$ cat config.mk
export PLATFORM = sky130hd
export DESIGN_NAME = sample_capture
export DESIGN_NICKNAME = d
export VERILOG_FILES = /design/src/rtl/sample_capture.sv
export SDC_FILE = /design/constraint.sdc
export NUM_CORES = 2
export LEC_CHECK = 0
export BUFFER_PORTS_ARGS = -buffer_cell sky130_fd_sc_hd__buf_2
export CAP_MARGIN = 5
export CORE_MARGIN = 2
export CORE_UTILIZATION = 44
export DETAILED_ROUTE_END_ITERATION = 7
export GPL_TIMING_DRIVEN = 0
export PLACE_DENSITY = 0.61
export SLEW_MARGIN = 20
export SYNTH_ARGS = -nofsm -noshare
export SYNTH_HDL_FRONTEND = slang
export SYNTH_SLANG_ARGS = --single-unit
$ cat constraint.sdc
create_clock -name clk -period 3.1 [get_ports clk]
set_input_delay 0.155 -clock clk [delete_from_list [all_inputs] [get_ports clk]]
set_output_delay 0.155 -clock clk [all_outputs]
set_load 0.1 [all_outputs]
$ cat src/rtl/sample_capture.sv
// Trigger-aligned circular sample buffer for the scope capture path.
// Optional hysteresis re-arm on the edge trigger: define SAMPLE_CAPTURE_HYST_EN.
module sample_capture #(
    parameter int DEPTH_LOG2 = 8,
    parameter int PRETRIG    = 64,
    parameter int HYST       = 4
) (
    input  logic                  clk,
    input  logic                  rst,
    input  logic [7:0]            sample_in,
    input  logic                  sample_valid,
    input  logic                  arm,
    input  logic [7:0]            trig_level,
    input  logic                  trig_falling,
    input  logic                  force_trig,
    input  logic [DEPTH_LOG2-1:0] rd_addr,
    output logic [7:0]            rd_data,
    output logic                  busy,
    output logic                  done
);

    localparam int DEPTH = 2 ** DEPTH_LOG2;
    localparam int POST  = DEPTH - PRETRIG - 1;

    typedef logic [DEPTH_LOG2-1:0] ptr_t;

    localparam ptr_t PRE_P     = ptr_t'(PRETRIG);
    localparam ptr_t PRE_LAST  = ptr_t'(PRETRIG - 1);
    localparam ptr_t POST_LAST = ptr_t'(POST - 1);

    typedef enum logic [2:0] {
        S_IDLE,
        S_PREFILL,
        S_WAIT_TRIG,
        S_POSTFILL,
        S_DONE
    } state_t;

    state_t     state_q, state_d;
    ptr_t       wr_ptr_q, wr_ptr_d;
    ptr_t       count_q, count_d;
    ptr_t       trig_ptr_q, trig_ptr_d;
    logic [7:0] prev_q, prev_d;
    logic       prev_vld_q, prev_vld_d;
    logic       done_q, done_d;
    logic [7:0] rd_data_q, rd_data_d;

    logic [7:0] mem [DEPTH];

    logic       capturing;
    logic       wr_en;
    logic       rise_edge;
    logic       fall_edge;
    logic       edge_hit;
    logic       trig_hit;
    ptr_t       rd_phys;

`ifdef SAMPLE_CAPTURE_HYST_EN
    logic       hyst_arm_q, hyst_arm_d;
    logic [8:0] lo_diff;
    logic [8:0] hi_sum;
    logic [7:0] lo_thr;
    logic [7:0] hi_thr;
    logic       rearm_hit;
`endif

    assign capturing = (state_q == S_PREFILL) || (state_q == S_WAIT_TRIG) ||
                       (state_q == S_POSTFILL);

    // Edge detection always compares against the previous accepted sample, not the previous cycle.
    assign rise_edge = prev_vld_q && (prev_q < trig_level) && (sample_in >= trig_level);
    assign fall_edge = prev_vld_q && (prev_q > trig_level) && (sample_in <= trig_level);
    assign edge_hit  = trig_falling ? fall_edge : rise_edge;

`ifdef SAMPLE_CAPTURE_HYST_EN
    assign lo_diff   = {1'b0, trig_level} - 9'(HYST);
    assign hi_sum    = {1'b0, trig_level} + 9'(HYST);
    assign lo_thr    = lo_diff[8] ? 8'h00 : lo_diff[7:0];
    assign hi_thr    = hi_sum[8] ? 8'hFF : hi_sum[7:0];
    assign rearm_hit = trig_falling ? (sample_in >= hi_thr) : (sample_in <= lo_thr);
    assign trig_hit  = force_trig || (edge_hit && hyst_arm_q);
`else
    assign trig_hit  = force_trig || edge_hit;
`endif

    // Logical index 0 is the oldest pre-trigger sample; wraps naturally in DEPTH_LOG2 bits.
    assign rd_phys = trig_ptr_q - PRE_P + rd_addr;

    always_comb begin
        // NOTE: every variable gets a default first so no path through the case infers a latch.
        state_d    = state_q;
        wr_ptr_d   = wr_ptr_q;
        count_d    = count_q;
        trig_ptr_d = trig_ptr_q;
        prev_d     = prev_q;
        prev_vld_d = prev_vld_q;
        wr_en      = 1'b0;
        rd_data_d  = mem[rd_phys];
`ifdef SAMPLE_CAPTURE_HYST_EN
        hyst_arm_d = hyst_arm_q;
`endif

        if (arm) begin
            state_d    = S_PREFILL;
            wr_ptr_d   = '0;
            count_d    = '0;
            prev_vld_d = 1'b0;
`ifdef SAMPLE_CAPTURE_HYST_EN
            hyst_arm_d = 1'b0;
`endif
        end else if (capturing && sample_valid) begin
            wr_en      = 1'b1;
            wr_ptr_d   = wr_ptr_q + 1'b1;
            prev_d     = sample_in;
            prev_vld_d = 1'b1;
            case (state_q)
                S_PREFILL: begin
                    if (count_q == PRE_LAST) begin
                        state_d = S_WAIT_TRIG;
                        count_d = '0;
                    end else begin
                        count_d = count_q + 1'b1;
                    end
                end
                S_WAIT_TRIG: begin
                    if (trig_hit) begin
                        trig_ptr_d = wr_ptr_q;
                        count_d    = '0;
                        state_d    = (POST == 0) ? S_DONE : S_POSTFILL;
                    end
`ifdef SAMPLE_CAPTURE_HYST_EN
                    else if (rearm_hit) begin
                        hyst_arm_d = 1'b1;
                    end
`endif
                end
                S_POSTFILL: begin
                    if (count_q == POST_LAST) begin
                        state_d = S_DONE;
                    end else begin
                        count_d = count_q + 1'b1;
                    end
                end
                default: ;
            endcase
        end

        done_d = (state_d == S_DONE);
    end

    always_ff @(posedge clk or negedge rst) begin
        if (!rst) begin
            state_q    <= S_IDLE;
            wr_ptr_q   <= '0;
            count_q    <= '0;
            trig_ptr_q <= '0;
            prev_q     <= '0;
            prev_vld_q <= 1'b0;
            done_q     <= 1'b0;
            rd_data_q  <= '0;
`ifdef SAMPLE_CAPTURE_HYST_EN
            hyst_arm_q <= 1'b0;
`endif
        end else begin
            // NOTE: non-blocking assignments so every flop samples the pre-edge value of its peers.
            state_q    <= state_d;
            wr_ptr_q   <= wr_ptr_d;
            count_q    <= count_d;
            trig_ptr_q <= trig_ptr_d;
            prev_q     <= prev_d;
            prev_vld_q <= prev_vld_d;
            done_q     <= done_d;
            rd_data_q  <= rd_data_d;
`ifdef SAMPLE_CAPTURE_HYST_EN
            hyst_arm_q <= hyst_arm_d;
`endif
        end
    end

    // NOTE: the sample store has no reset; contents are only meaningful once a capture completes.
    always_ff @(posedge clk) begin
        if (wr_en) begin
            mem[wr_ptr_q] <= sample_in;
        end
    end

    assign busy    = capturing;
    assign done    = done_q;
    assign rd_data = rd_data_q;

endmodule
# Word level (Yosys, flattened, before mapping)
# Memories as Yosys holds them, arrays and structs flattened. A register that Yosys moved wholly into a read port is not among the register bits.
# Cells that the tools add are included.
# classes
n_bitwise	1
order_cmp	4
n_addsub	4
mux	21
eq_ne	8
reduce_logical	14
# ops
cell	count
$mux 8	7
$pmux 8 s3	1
$add 8x1->8 const B	2
$mux 3	5
$pmux 3 s3	1
$add 8x8->8	1
$eq 8x6->1 const B	1
$eq 8x8->1 const B	1
$ge 8x8->1	1
$gt 8x8->1	1
$le 8x8->1	1
$lt 8x8->1	1
$reduce_and 4->1	2
$sub 8x7->8 const B	1
$mux 1	7
$eq 3x2->1 const B	2
$ne 3x3->1 const B	2
$logic_and 1x1->1	5
$reduce_bool 4->1	1
$eq 3x1->1 const B	1
$eq 3x3->1 const B	1
$logic_or 1x1->1	3
$reduce_and 2->1	1
$reduce_bool 2->1	1
other kinds (2)	2
# word_totals
mem_bits_rw	2048
ff_bits	37
memories	1
in_bits	30
output_inout_bits	10
# mem_list
name	words	word_bits	rd	rd_ports_with_merged_regs	wr	line	source
mem	256	8	1	1	1	48	logic [7:0] mem [DEPTH];

# Logic depth before layout (Yosys ltp)
# depth
depth_word	10
mapped_depth	15
ltp_nobuf	12

# Worst setup path before layout
# No wires, ideal clock.
# synth_path
path_type	register -> register
startpoint	reg state_q[0]
endpoint	mem mem[176][0] (enable)
path_stages_with_launch	10
arrival_time_ns	3.661
required_ns	2.730
period_less_slack_ns	4.031
setup_ns	0.370
slack_ns	-0.931
path_cell_list	dfrtp_1 nor2_1 nor2_1 nand2_1 clkbuf_1 nor2_1 clkbuf_1 buf_1 nand3_1 nor2_1
# synth_between
elab_chain_cells	8
word_cells_on_any_way	10
classes_between	3 x eq/ne; 4 x mux; 3 x reduce/logical
# synth_lines
item	line	source
start: declaration	39	state_t state_q, state_d;
start signal: assignment	166	state_q <= state_d;
$eq 3x1->1 or $eq 3x2->1 (tied branches)	67	assign capturing = (state_q == S_PREFILL) || (state_q == S_WAIT_TRIG) ||
$logic_or 1x1->1	67	
$logic_or 1x1->1 (*)	67	
net busy	18	output logic busy,
$logic_and 1x1->1 (*)	111	end else if (capturing && sample_valid) begin
$mux 1 (*)	111	
$mux 1 (*)	103	if (arm) begin
$mux 1 (*)	182	if (wr_en) begin
$mux 1 (not written as such) (*)	183	mem[wr_ptr_q] <= sample_in;
end: declaration	48	
# The timed path passes the listed nets; every way through them passes the cells marked *.

# Worst setup path after layout
# layout_path
startpoint	reg trig_ptr_q[3]
endpoint	reg rd_data_q[2], in the netlist rd_data[2], read port of mem
# layout_between
elab_chain_cells	2
# layout_lines
item	line	source
start: declaration	42	ptr_t trig_ptr_q, trig_ptr_d;
start signal: assignment	169	trig_ptr_q <= trig_ptr_d;
$sub 8x7->8	87	assign rd_phys = trig_ptr_q - PRE_P + rd_addr;
$add 8x8->8	87	
end: declaration	46	logic [7:0] rd_data_q, rd_data_d;
# No other way between the ends.
# A chain may end at the register's enable or synchronous reset.

==> metrics.cfg <==
[status]
outcome = finished with violations
failed_checks = design-rule violations, negative hold slack, negative setup slack

[yosys]
async_reset_ff_share_pct = 2.15
syn_area_mm2 = 0.0821
syn_area_per_cell_um2 = 20.5
ys_seq_elements = 2093
yosysTopAreaCellShare_pct = 74.9
yosys_most_used_dff = edfxtp_1
synth_cells = 4008
yosysWarnings = 0
synth_top_cells_by_area = edfxtp_1 75%, mux4_2 15%, dfrtp_1 1.4%
synth_edf_count = 2048
syn_nets = 4074
yosysSeqAreaShare_pct = 76.2
yosysUniqueCellTypes = 65
yosysTopAreaCell = edfxtp_1

[drt]
wirelength_um = 309000
wl_per_cell_um = 43.1
ant_nets = 0
drt_first_iter_violations = 8560
drt_pass1_iterations = 8
via_per_inst = 6.69
drc = 2
num_vias = 47900

[clock_tree]
cts_sinks = 2093
root_buffer = clkbuf_16
cts_tree = yes
clk_pin_slew_ns = 0.07
clk_latency_ns = 0.88
htreeDepth = 4
cts_made_buffers = 206
clock_path_buffers = 3

[timing]
final_max_slew_viol_count = 0
fmax_ghz = 0.250
setup_ws_ns = -0.897
tightest_slew_ns = 1.19
period_needed_ns = 4.00
post-route-period-util_pct = 129
whs_ns = -0.000926
finalSetupViolCount = 162
timing.slew.headroom_pct = 20.5
rsz0062_at_grt = true
hold_viol = 3
skew_ns = 0.0691

[worst_setup_path]
worstReg2RegStart = trig_ptr_q[3]
worstPathRequired_ns = 3.84
start_kind = flop
critical_path_class = flop to flop
cp_max_fo = 10
worstPathArrival_ns = 4.74
timing.rr.end = rd_data[2]
rr_worst_depth = 11
end_kind = flop
r2r_slack_ns = -0.90

[place]
place_area_mm2 = 0.0870
placedCellCount = 6578
port_buffers = 38
dpl.hpwl_um = 198000
routabilityCongestion = 1.01

[floorplanning]
die_w_um = 436
start_util_pct = 44.3
die_area_mm2 = 0.190
io_pins = 40
chipHeight_um = 436
row_count = 158
core_area_mm2 = 0.185

[worst_hold_path]
hold_depth = 3
hold_class = input port to flop
min_from = sample_in[5]
hold_end = mem[142][5]

[pwr]
ir_drop_v = 0.000705
leakagePower_nw = 31.6
p_per_area_mw_per_mm2 = 602

[global_routing]
grt_pass1_vias = 44800
antenna_found_initial = 15
grt_max_degree = 129
grt_pass1_wl_um = 402000
track_usage_pct = 32.0
grt.overflow.total = 0

[run]
max_cap_viol_count = 0

[final_layout]
drive_gt1_share_pct = 36.8
final_cell_count_no_fill = 7158
final_nets = 4564
fillerInstances = 14100
finalInstanceArea_mm2 = 0.100
area_growth_syn_to_layout_pct = 22.3

cell usage in the layout (no fill, tap or decap), drive strengths merged, types with 16 or more instances in the layout:
cell type    instances
ha                  35
inv                 36
buf                399
mux2i               35
dfrtp               45
clkinv             104
edfxtp            2048
nand3               92
a32oi               16
o21ai               17
a21oi               72
dlygate4sd3         18
clkbuf             350
a31oi               19
a22oi               58
mux4               543
nand4               26
nand2              277
nor2               300
synth_stat cells, types with 5 or more instances:
| library cell | n |
|---|---|
| a211oi_1 | 7 |
| a21o_1 | 5 |
| a21oi_1 | 72 |
| a22oi_1 | 58 |
| a31oi_1 | 19 |
| a32o_1 | 6 |
| a32oi_1 | 16 |
| and3_1 | 11 |
| buf_1 | 15 |
| buf_2 | 68 |
| buf_4 | 27 |
| buf_6 | 8 |
| clkbuf_1 | 106 |
| dfrtp_1 | 45 |
| edfxtp_1 | 2048 |
| ha_1 | 35 |
| inv_1 | 31 |
| mux2_2 | 13 |
| mux2i_1 | 35 |
| mux4_2 | 543 |
| nand2_1 | 277 |
| nand3_1 | 92 |
| nand4_1 | 26 |
| nor2_1 | 300 |
| nor2b_1 | 12 |
| nor3_1 | 11 |
| o2111ai_1 | 13 |
| o211ai_1 | 12 |
| o21ai_0 | 17 |
| o41ai_1 | 6 |
| or2_2 | 5 |
| or3_1 | 8 |
| xnor2_1 | 6 |
| xor2_1 | 8 |
worst max-delay path by stage:
stage / from / endpoint / depth (start not counted)
final: trig_ptr_q[3] / rd_data[2] / 11
after floorplan: state_q[0] / mem[176][0] / 9
after global routing: trig_ptr_q[1] / rd_data[0] / 13
after detailed placement: trig_ptr_q[1] / rd_data[1] / 14
after CTS: trig_ptr_q[1] / rd_data[2] / 13
after global placement: rd_addr[1] / rd_data[1] / 14
metrics by stage:
stage	util [%]	worst slack (ns)	setup TNS (ns)	power (mW)
detailed placement	46.9	-3.02	-1560.15	35.7
global placement	46.1	-3.77	-5053.02	35.7
floorplan	-	-0.0885	-7.16	33.4
global route	54.2	-0.752	-16.25	61.4
finish	54.2	-0.897	-13.84	60.5
CTS	53.0	-0.682	-233.00	60.1
area by class of cell:
| cell class | count | area [um^2] | area share [%] |
|---|---|---|---|
| Sequential cell | 2093 | 62600 | 62.3 |
| Antenna cell | 7 | 17.5 | 0.0174 |
| Timing Repair Buffer | 285 | 3950 | 3.93 |
| Multi-Input combinational cell | 1659 | 21000 | 20.9 |
| Tap cell | 2480 | 3100 | 3.09 |
| Buffer | 222 | 3180 | 3.16 |
| Clock inverter | 121 | 993 | 0.989 |
| Clock buffer | 260 | 5460 | 5.44 |
| Inverter | 31 | 116 | 0.116 |
cells by family after synthesis:
kind of cell             Yosys count  synth area share, %
multiplexers                     591                 15.5
AO/OA/AOI/OAI                    261                 2.22
flip-flops                      2093                 76.2
buffers and inverters            256                 1.47
XOR/XNOR                          14                0.149
AND/OR/NAND/NOR                  757                 3.87
adder cells (fa/ha/maj)           36                0.558
critical path, cell delays in order (launching register included):
cell and delay [ns]:
dfrtp_1 0.39, ha_1 0.32, ha_4 0.38, nand3_1 0.22, and3_4 0.28, nor3_4 0.34
clkbuf_16 0.30, clkbuf_8 0.28, nand3_1 0.22, nand4_1 0.26, o2111ai_2 0.31, or3_4 0.50
registers in the layout, summed over array words and instances, names as in the netlist:
register	cells
mem	2048
count_q	8
prev_q	8
rd_data	8
trig_ptr_q	8
wr_ptr_q	8
state_q	3
done	1
prev_vld_q	1
layer usage:
metal	share of wire, %	global-route usage [%]
met4	8.1	20.3
met5	0.044	0.302
met1	34	41.9
met2	42	44.9
met3	15	12.2
power by group:
part / leakage [nW] / internal, mW / total [mW] / switching (mW)
clock network: 3.15 / 13.3 / 24.4 / 11.1
logic: 9.46 / 1.66 / 4.99 / 3.33
registers: 19.0 / 31.1 / 31.1 / 0.0309
repair_timing:
item | 4_1_cts | 5_1_grt
hold buffers | 27 | 1
hold endpoints to repair | 787 | 78
gates cloned | 0 | 3
endpoints found under the setup margin | 2008 | 1911
buffers inserted | 103 | 62
resized for setup | 813 | 347
pin swaps | 57 | 50
Power figures use the tool's default switching activity.
